==> config.mk <==
export PLATFORM = sky130hd
export DESIGN_NAME = orientation_sequencer
export DESIGN_NICKNAME = d
export VERILOG_FILES = /design/src/rtl/radar_pkg.sv /design/src/rtl/cycle_timer.sv /design/src/rtl/orientation_sequencer.sv
export SDC_FILE = /design/constraint.sdc
export NUM_CORES = 1
export LEC_CHECK = 0
export ABC_CLOCK_PERIOD_IN_PS = 2170
export CORE_MARGIN = 2
export CORE_UTILIZATION = 45
export CTS_CLUSTER_SIZE = 40
export DETAILED_ROUTE_END_ITERATION = 8
export DONT_BUFFER_PORTS = 1
export SYNTH_ARGS = -nofsm -noshare
export SYNTH_HDL_FRONTEND = slang
export SYNTH_SLANG_ARGS = --single-unit
==> constraint.sdc <==
create_clock -name clock -period 2.17 [get_ports clock]
set_input_delay 0.217 -clock clock [delete_from_list [all_inputs] [get_ports clock]]
set_output_delay 0.217 -clock clock [all_outputs]
set_load 0.01 [all_outputs]
==> src/rtl/radar_pkg.sv <==
// Shared constants and state encoding for the rover radar / orientation control path.
package radar_pkg;

  localparam int R_MSB     = 7;
  localparam int THETA_LSB = 8;
  localparam int THETA_MSB = 11;
  localparam int THETA_MAX = 5;
  localparam int ORIENT_W  = 5;
  localparam int LOC_W     = THETA_MSB + 1;

  typedef enum logic [2:0] {
    IDLE,
    SAMPLE_ORIG,
    MOVE,
    SETTLE,
    SAMPLE_FINAL,
    MATH_START,
    MATH_WAIT,
    REPORT
  } seq_state_t;

  // Samples with a theta index beyond THETA_MAX are outside the locator's usable sector.
  function automatic logic theta_ok(input logic [LOC_W-1:0] loc);
    return loc[THETA_MSB:THETA_LSB] <= 4'(THETA_MAX);
  endfunction

endpackage

==> src/rtl/cycle_timer.sv <==
// Down-counter shared by the move, settle and timeout waits; expired marks the last cycle of a wait.
module cycle_timer #(
  parameter int COUNT_W = 27
) (
  input  logic               clock,
  input  logic               reset,
  input  logic               load,
  input  logic [COUNT_W-1:0] load_value,
  output logic               expired
);

  logic [COUNT_W-1:0] count;

  // A load of 0 behaves as 1 so every wait lasts at least one cycle; the count saturates at 0.
  always_ff @(posedge clock) begin
    if (reset)
      count <= '0;
    else if (load)
      count <= (load_value == '0) ? COUNT_W'(1) : load_value;
    else if (count != '0)
      count <= count - COUNT_W'(1);
  end

  assign expired = (count <= COUNT_W'(1));

endmodule

==> src/rtl/orientation_sequencer.sv <==
// Sequences sample / move / settle / sample / math for orientation_math and reports the result.
module orientation_sequencer
  import radar_pkg::*;
#(
  parameter int MOVE_CYCLES    = 27_000_000,
  parameter int SETTLE_CYCLES  = 13_500_000,
  parameter int TIMEOUT_CYCLES = 54_000_000,
  parameter int COUNT_W        = 27
) (
  input  logic                clock,
  input  logic                reset,
  input  logic                start,
  input  logic                location_valid,
  input  logic [THETA_MSB:0]  location,
  input  logic                math_done,
  input  logic [ORIENT_W-1:0] math_orientation,
  output logic [THETA_MSB:0]  r_theta_original,
  output logic [THETA_MSB:0]  r_theta_final,
  output logic                math_enable,
  output logic                move_forward,
  output logic                busy,
  output logic                done,
  output logic                error,
  output logic [ORIENT_W-1:0] orientation
);

  localparam logic [COUNT_W-1:0] MOVE_LD    = COUNT_W'(MOVE_CYCLES);
  localparam logic [COUNT_W-1:0] SETTLE_LD  = COUNT_W'(SETTLE_CYCLES);
  localparam logic [COUNT_W-1:0] TIMEOUT_LD = COUNT_W'(TIMEOUT_CYCLES);

  seq_state_t         state, state_next;
  logic               timer_load;
  logic [COUNT_W-1:0] timer_value;
  logic               timer_expired;
  logic               math_done_q;
  logic               loc_good;
  logic               done_rise;
  logic               cap_orig, cap_final, latch_orient;
  logic               go_report, report_error;

  assign loc_good  = location_valid && theta_ok(location);
  assign done_rise = math_done && !math_done_q;

  cycle_timer #(.COUNT_W(COUNT_W)) u_timer (
    .clock      (clock),
    .reset      (reset),
    .load       (timer_load),
    .load_value (timer_value),
    .expired    (timer_expired)
  );

  always_ff @(posedge clock) begin
    if (reset) state <= IDLE;
    else       state <= state_next;
  end

  // Awaited events take priority over timer expiry, so a last-cycle arrival counts as success.
  always_comb begin
    state_next   = state;
    timer_load   = 1'b0;
    timer_value  = TIMEOUT_LD;
    cap_orig     = 1'b0;
    cap_final    = 1'b0;
    latch_orient = 1'b0;
    go_report    = 1'b0;
    report_error = 1'b0;
    case (state)
      IDLE: if (start) begin
        timer_load = 1'b1;
        state_next = SAMPLE_ORIG;
      end
      SAMPLE_ORIG: if (loc_good) begin
        cap_orig    = 1'b1;
        timer_load  = 1'b1;
        timer_value = MOVE_LD;
        state_next  = MOVE;
      end else if (timer_expired) begin
        go_report    = 1'b1;
        report_error = 1'b1;
        state_next   = REPORT;
      end
      MOVE: if (timer_expired) begin
        timer_load  = 1'b1;
        timer_value = SETTLE_LD;
        state_next  = SETTLE;
      end
      SETTLE: if (timer_expired) begin
        timer_load = 1'b1;
        state_next = SAMPLE_FINAL;
      end
      SAMPLE_FINAL: if (loc_good) begin
        cap_final  = 1'b1;
        state_next = MATH_START;
      end else if (timer_expired) begin
        go_report    = 1'b1;
        report_error = 1'b1;
        state_next   = REPORT;
      end
      MATH_START: begin
        timer_load = 1'b1;
        state_next = MATH_WAIT;
      end
      MATH_WAIT: if (done_rise) begin
        latch_orient = 1'b1;
        go_report    = 1'b1;
        state_next   = REPORT;
      end else if (timer_expired) begin
        go_report    = 1'b1;
        report_error = 1'b1;
        state_next   = REPORT;
      end
      REPORT:  state_next = IDLE;
      default: state_next = IDLE;
    endcase
  end

  always_ff @(posedge clock) begin
    if (reset) begin
      r_theta_original <= '0;
      r_theta_final    <= '0;
      orientation      <= '0;
      error            <= 1'b0;
      math_done_q      <= 1'b0;
    end else begin
      math_done_q <= math_done;
      if (cap_orig)     r_theta_original <= location;
      if (cap_final)    r_theta_final    <= location;
      if (latch_orient) orientation      <= math_orientation;
      if (go_report)    error            <= report_error;
    end
  end

  assign busy         = (state != IDLE);
  assign move_forward = (state == MOVE);
  assign math_enable  = (state == MATH_START);
  assign done         = (state == REPORT);

endmodule

# Word level (Yosys, flattened, before mapping)
# Cells that the tools add are included.
word_totals:
  ff_bits: 61
  latchBits: 0
  ram_bits: 0
  romBits: 0
  input_bits: 22
  output_inout_bits: 34
  elab_cells: 58
  memories: 0
op_classes:
  n_addsub: 1
  mul: 0
  div: 0
  n_lt_le_gt_ge: 2
  n_eq_ne: 10
  shifts: 0
  n_mux: 27
  bitwise: 0
  reduce_logical: 11
ops:
  columns: ["op", "count"]
  rows:
  - ["two-way mux 26 bit", 3]
  - ["two-way mux 27 bit", 2]
  - ["one-hot mux 26 bit (2 select lines)", 1]
  - ["less-or-equal comparator 27 x 1 -> 1 bit, second input constant", 1]
  - ["zero test 27 bit", 1]
  - ["nonzero test 27 bit", 1]
  - ["subtractor 27 x 1 -> 27 bit, second input constant", 1]
  - ["one-hot mux 3 bit (8 select lines)", 1]
  - ["two-way mux 3 bit", 7]
  - ["equality test 3 bit, second input constant", 4]
  - ["two-way mux 1 bit", 10]
  - ["equality test 3 x 2 -> 1 bit, second input constant", 2]
  - ["less-or-equal comparator 4 x 3 -> 1 bit, second input constant", 1]
  - ["!= test 2 bit, second input constant", 2]
  - ["one-hot mux 1 bit (2 select lines)", 2]
  - ["one-hot mux 1 bit (4 select lines)", 1]
  - ["OR reduction 2 bit", 2]
  - ["equality test 3 x 1 -> 1 bit, second input constant", 1]
  - ["zero test 3 bit", 1]
  - ["AND reduction 3 bit", 1]
  - ["nonzero test 3 bit", 1]
  - ["logical AND 1 bit", 2]
  - ["!= test 2 x 1 -> 1 bit, second input constant", 1]
  - ["nonzero test 2 bit", 1]
  - ["zero test 1 bit", 1]

# Depth between registers and ports, before layout
logic_depth:
  depth_word: 7
  ltp_mapped: 8

# Cells and area by module
# From an unflattened synthesis, not the netlist that was laid out.
hier_totals:
  cells_unflattened: 355
  area_unflattened_um2: 3083.0
modules_own_cells:
  columns: ["mod", "n_inst", "cells_per_inst", "area_per_inst_um2", "seq_area_each_um2"]
  rows:
  - ["cycle_timer", 1, 199, 1637.8, 540.5]
  - ["orientation_sequencer", 1, 156, 1445.1, 680.7]

# Worst setup path after synthesis
# No wires, ideal clock.
synth_path:
  path_type: "reg-to-reg"
  startpoint: "reg u_timer.count[12]"
  endpoint: "reg u_timer.count[18]"
  setup_ps: 115
  arrival_ps: 1733
  required_time_ps: 2055
  path_slack_ps: 322
  stages_incl_launch_ff: 7
  path_buffers: 0
  cell_sequence: "dfxtp_1 or4_1 or4_1 nor2_1 xnor2_1 o21ai_1 and2_1"
synth_between:
  elab_chain_len: 6
  word_cells_on_any_way: 12
synth_rtl:
  columns: ["item", "line", "source"]
  rows:
  - ["from (decl)", "cycle_timer.sv:12", "logic [COUNT_W-1:0] count;"]
  - ["from (signal assigned)", "cycle_timer.sv:19", "count <= (load_value == '0) ? COUNT_W'(1) : load_value;"]
  - ["from (signal assigned)", "cycle_timer.sv:21", "count <= count - COUNT_W'(1);"]
  - ["less-or-equal comparator 27 x 1 -> 1 bit", "cycle_timer.sv:24", "assign expired = (count <= COUNT_W'(1));"]
  - ["two-way mux 26 bit", "orientation_sequencer.sv:82", "MOVE: if (timer_expired) begin"]
  - ["one-hot mux 26 bit (2 select lines)", "orientation_sequencer.sv:67", "case (state)"]
  - ["zero test 27 bit", "cycle_timer.sv:19", null]
  - ["two-way mux 26 bit", "cycle_timer.sv:19", null]
  - ["two-way mux 27 bit", "cycle_timer.sv:18", "else if (load)"]
# Several ways; a longest one is shown, not always the timed one. The select of a mux whose other input is x is not followed.
# A chain may end at the register's enable or synchronous reset.

# Worst setup path in the final report
layout_path:
  startpoint: "reg u_timer.count[2]"
  endpoint: "reg u_timer.count[4]"
# Same word-level chain as after synthesis.

==> flow_summary.yaml <==
status:
  status: "finished clean"
placed_design:
  placed_area_um2: 2964
  routabilityCongestion: 0.8462
  port_buffers: 0
  hpwlAfterDp_mm: 4.622
grt:
  grt_first_pass_wirelength_mm: 10.66
  antenna_found_initial: 0
  grt_max_degree: 43
  grt_pass1_vias: 2238
  grt-ovfl-total: 0
  grt_use_total_pct: 19.01
route:
  routed_wl_mm: 6.509
  drt-wirelength-per-cell_um: 15.61
  drt_iter0_drc: 97
  ant_nets: 0
  route.detailed.drc: 0
  dr.pass1.iters: 4
  vias_per_cell: 5.525
  vias: 2304
cts:
  numCtsBuffers: 9
  clk_pin_slew_ps: 70
  clkSinkCount: 61
  cts_tree: "done"
  clockBufferDepth: 2
  cts_root_buf: "clkbuf_8"
  clock_latency_ps: 330
  h-tree-depth: 3
die:
  placementRows: 28
  die-width_um: 82.97
  io_pins: 56
  die-area_um2: 6884
  fp.dieH_um: 82.97
  coreArea_um2: 5991
  start_util_pct: 46.85
sta:
  finalSetupViolCount: 0
  fin_setup_tns_ps: 0
  period_share_pct: 91.59
  skew_ps: 8.195
  slew_headroom_pct: 63.69
  rsz0062_at_grt: "no"
  worst_slew_pin_slew_ps: 542.3
  slew_viol_final: 0
  hold_violations: 0
  fmaxAchievable_mhz: 503.2
  post-route-min-period_ps: 1987
pwr:
  powerDensity_nw_per_um2: 986.1
  ir_worst_vdd_mv: 0.4466
  switching_share_pct: 30.40
  intPower_w: 0.002206
  pwr-share-clk_pct: 35.5
  power.switching_w: 0.0009634
  comb_power_share_pct: 22.3
  leakage_nw: 1.250
  seqPwrFrac_pct: 42.2
finish:
  drive_above_1_share_pct: 14.33
  fin_util_pct: 53.65
  area_growth_pct: 14.53
  fin_nets: 362
  fin_area_um2: 3214
  num_antenna_cells: 0
critical_path:
  crit_path_end_kind: "register"
  cp.arrival_ps: 2200
  crit_type: "register to register"
  worstSetupStartpointType: "register"
  crit_required_ps: 2390
  path_max_fanout: 6
yosys:
  netlist.area_leader.share_pct: 43.51
  yosysSeqAreaShare_pct: 43.51
  yosysMostFrequentCell: "dfxtp_1"
  synth_cell_types: 50
  synth_commonest_cells: "dfxtp_1 (61), nor2_1 (41), nand2_1 (40), a21oi_1 (29), mux2i_1 (16)"
  synth_edf_count: 0
  synth_fp_nets: 347
  synthTopCellsByArea: "dfxtp_1 (44%), mux2i_1 (5.7%), nor2_1 (5.5%)"
  syn_inst: 322
  ys_warn_count: 0
  synthArstFlopShare_pct: 0
  yosys_register_bits: 61
  synth_top_area_cell: "dfxtp_1"
  synth_area_um2: 2806
  synth.avg_cell_area_um2: 8.716
  synthFlopType: "dfxtp_1"
run:
  cap_violations: 0
hold_path:
  hold_path_class: "input port to register"
-- power by group through the flow --
stage	combinational, W	clock (W)	sequential [W]
6_report	0.000707	0.00113	0.00134
3_3_place_gp	0.000681	0	0.00136
4_1_cts	0.000708	0.00114	0.00133
2_1_floorplan	0.000533	0	0.00133
5_1_grt	0.000784	0.00120	0.00135
3_5_place_dp	0.000685	0	0.00136
-- flip-flops by register name, indices dropped and copies added, names as in the netlist --
register and flops:
orientation 5, r_theta_original 12, math_done_q 1, r_theta_final 12
state 3, error 1, u_timer.count 27
-- layer usage --
| metal | vias up | GRT usage [%] | wire (um) | part of all wire, % |
|---|---|---|---|---|
| met4 | 0 | 8.495 | 140 | 2.2 |
| li1 | 1157 | - | - | - |
| met1 | 1069 | 23.53 | 2939 | 45 |
| met5 | - | 0 | 0 | 0 |
| met3 | 15 | 5.865 | 469 | 7.2 |
| met2 | 63 | 30.35 | 2959 | 45 |
-- final timing paths --
kind                    endpoint  slack (ps)  cells after the start                 from
min reg2reg  r_theta_original[4]         500                      2  r_theta_original[4]
max reg2reg     u_timer.count[4]         180                      6     u_timer.count[2]
max             u_timer.count[4]         180                      6     u_timer.count[2]
min          r_theta_original[7]          10                      2          location[7]
-- kinds of logic (layout without fill, tap and decap cells) --
logic type | after synthesis | count (layout) | share of synthesized area, %
buffers and inverters | 18 | 38 | 2.541
multiplexers | 16 | 16 | 5.707
AO/OA/AOI/OAI | 60 | 60 | 12.66
XOR/XNOR | 23 | 23 | 7.178
AND/OR/NAND/NOR | 141 | 141 | 27.06
adder cells (fa/ha/maj) | 3 | 3 | 1.338
flip-flops | 61 | 61 | 43.51
-- final cells by class --
class,instances,area (um2)
timing repair buffer,16,132.6
sequential,61,1221
clock inverter,6,86.33
inverter,6,22.52
fill,582,2776
tap,75,93.84
clock buffer,10,137.6
multi-input combinational,243,1520
-- what timing repair did --
action	in CTS	in global routing
gates resized for setup	0	2
setup buffers	0	0
hold buffers	1	0
hold endpoints to repair	42	0
setup endpoints to repair	0	3
-- stage by stage --
stage / setup slack (ps) / cells / power, W / hold slack [ps]
after CTS: 115.1 / 417 / 0.003185 / 1.783
after detailed placement: 132.1 / 400 / 0.002041 / 296.0
final: 182.6 / 417 / 0.003170 / 10.55
after global placement: 159.3 / 400 / 0.002036 / 297.2
after global routing: 45.55 / 417 / 0.003330 / 10.18
after floorplan: 321.9 / 322 / 0.001862 / 345.2
-- critical path, cell delays in order, from the launching register on --
cell,delay [ps]
dfxtp_1,370
nor4_4,430
nand3b_2,240
or3_1,490
nand3_1,130
xor2_1,150
nor2_1,50
-- cell usage in the layout (no fill, tap or decap), drive strengths merged, types with 2 or more instances in the layout --
cell type  count
inv            6
o32ai          2
or2            2
ha             3
mux2i         16
or4            3
and2           2
nor4          14
buf           16
clkbuf        10
nor2b          3
dfxtp         61
o21ai         15
a21o           2
nand3          5
xnor2         15
a21oi         29
xor2           8
nor3b          2
nor2          41
or3            5
o22ai          3
nor3          13
nand2b         3
nand3b         3
clkinv         3
bufinv         2
nand2         40
(Power assumes the default switching activity.)
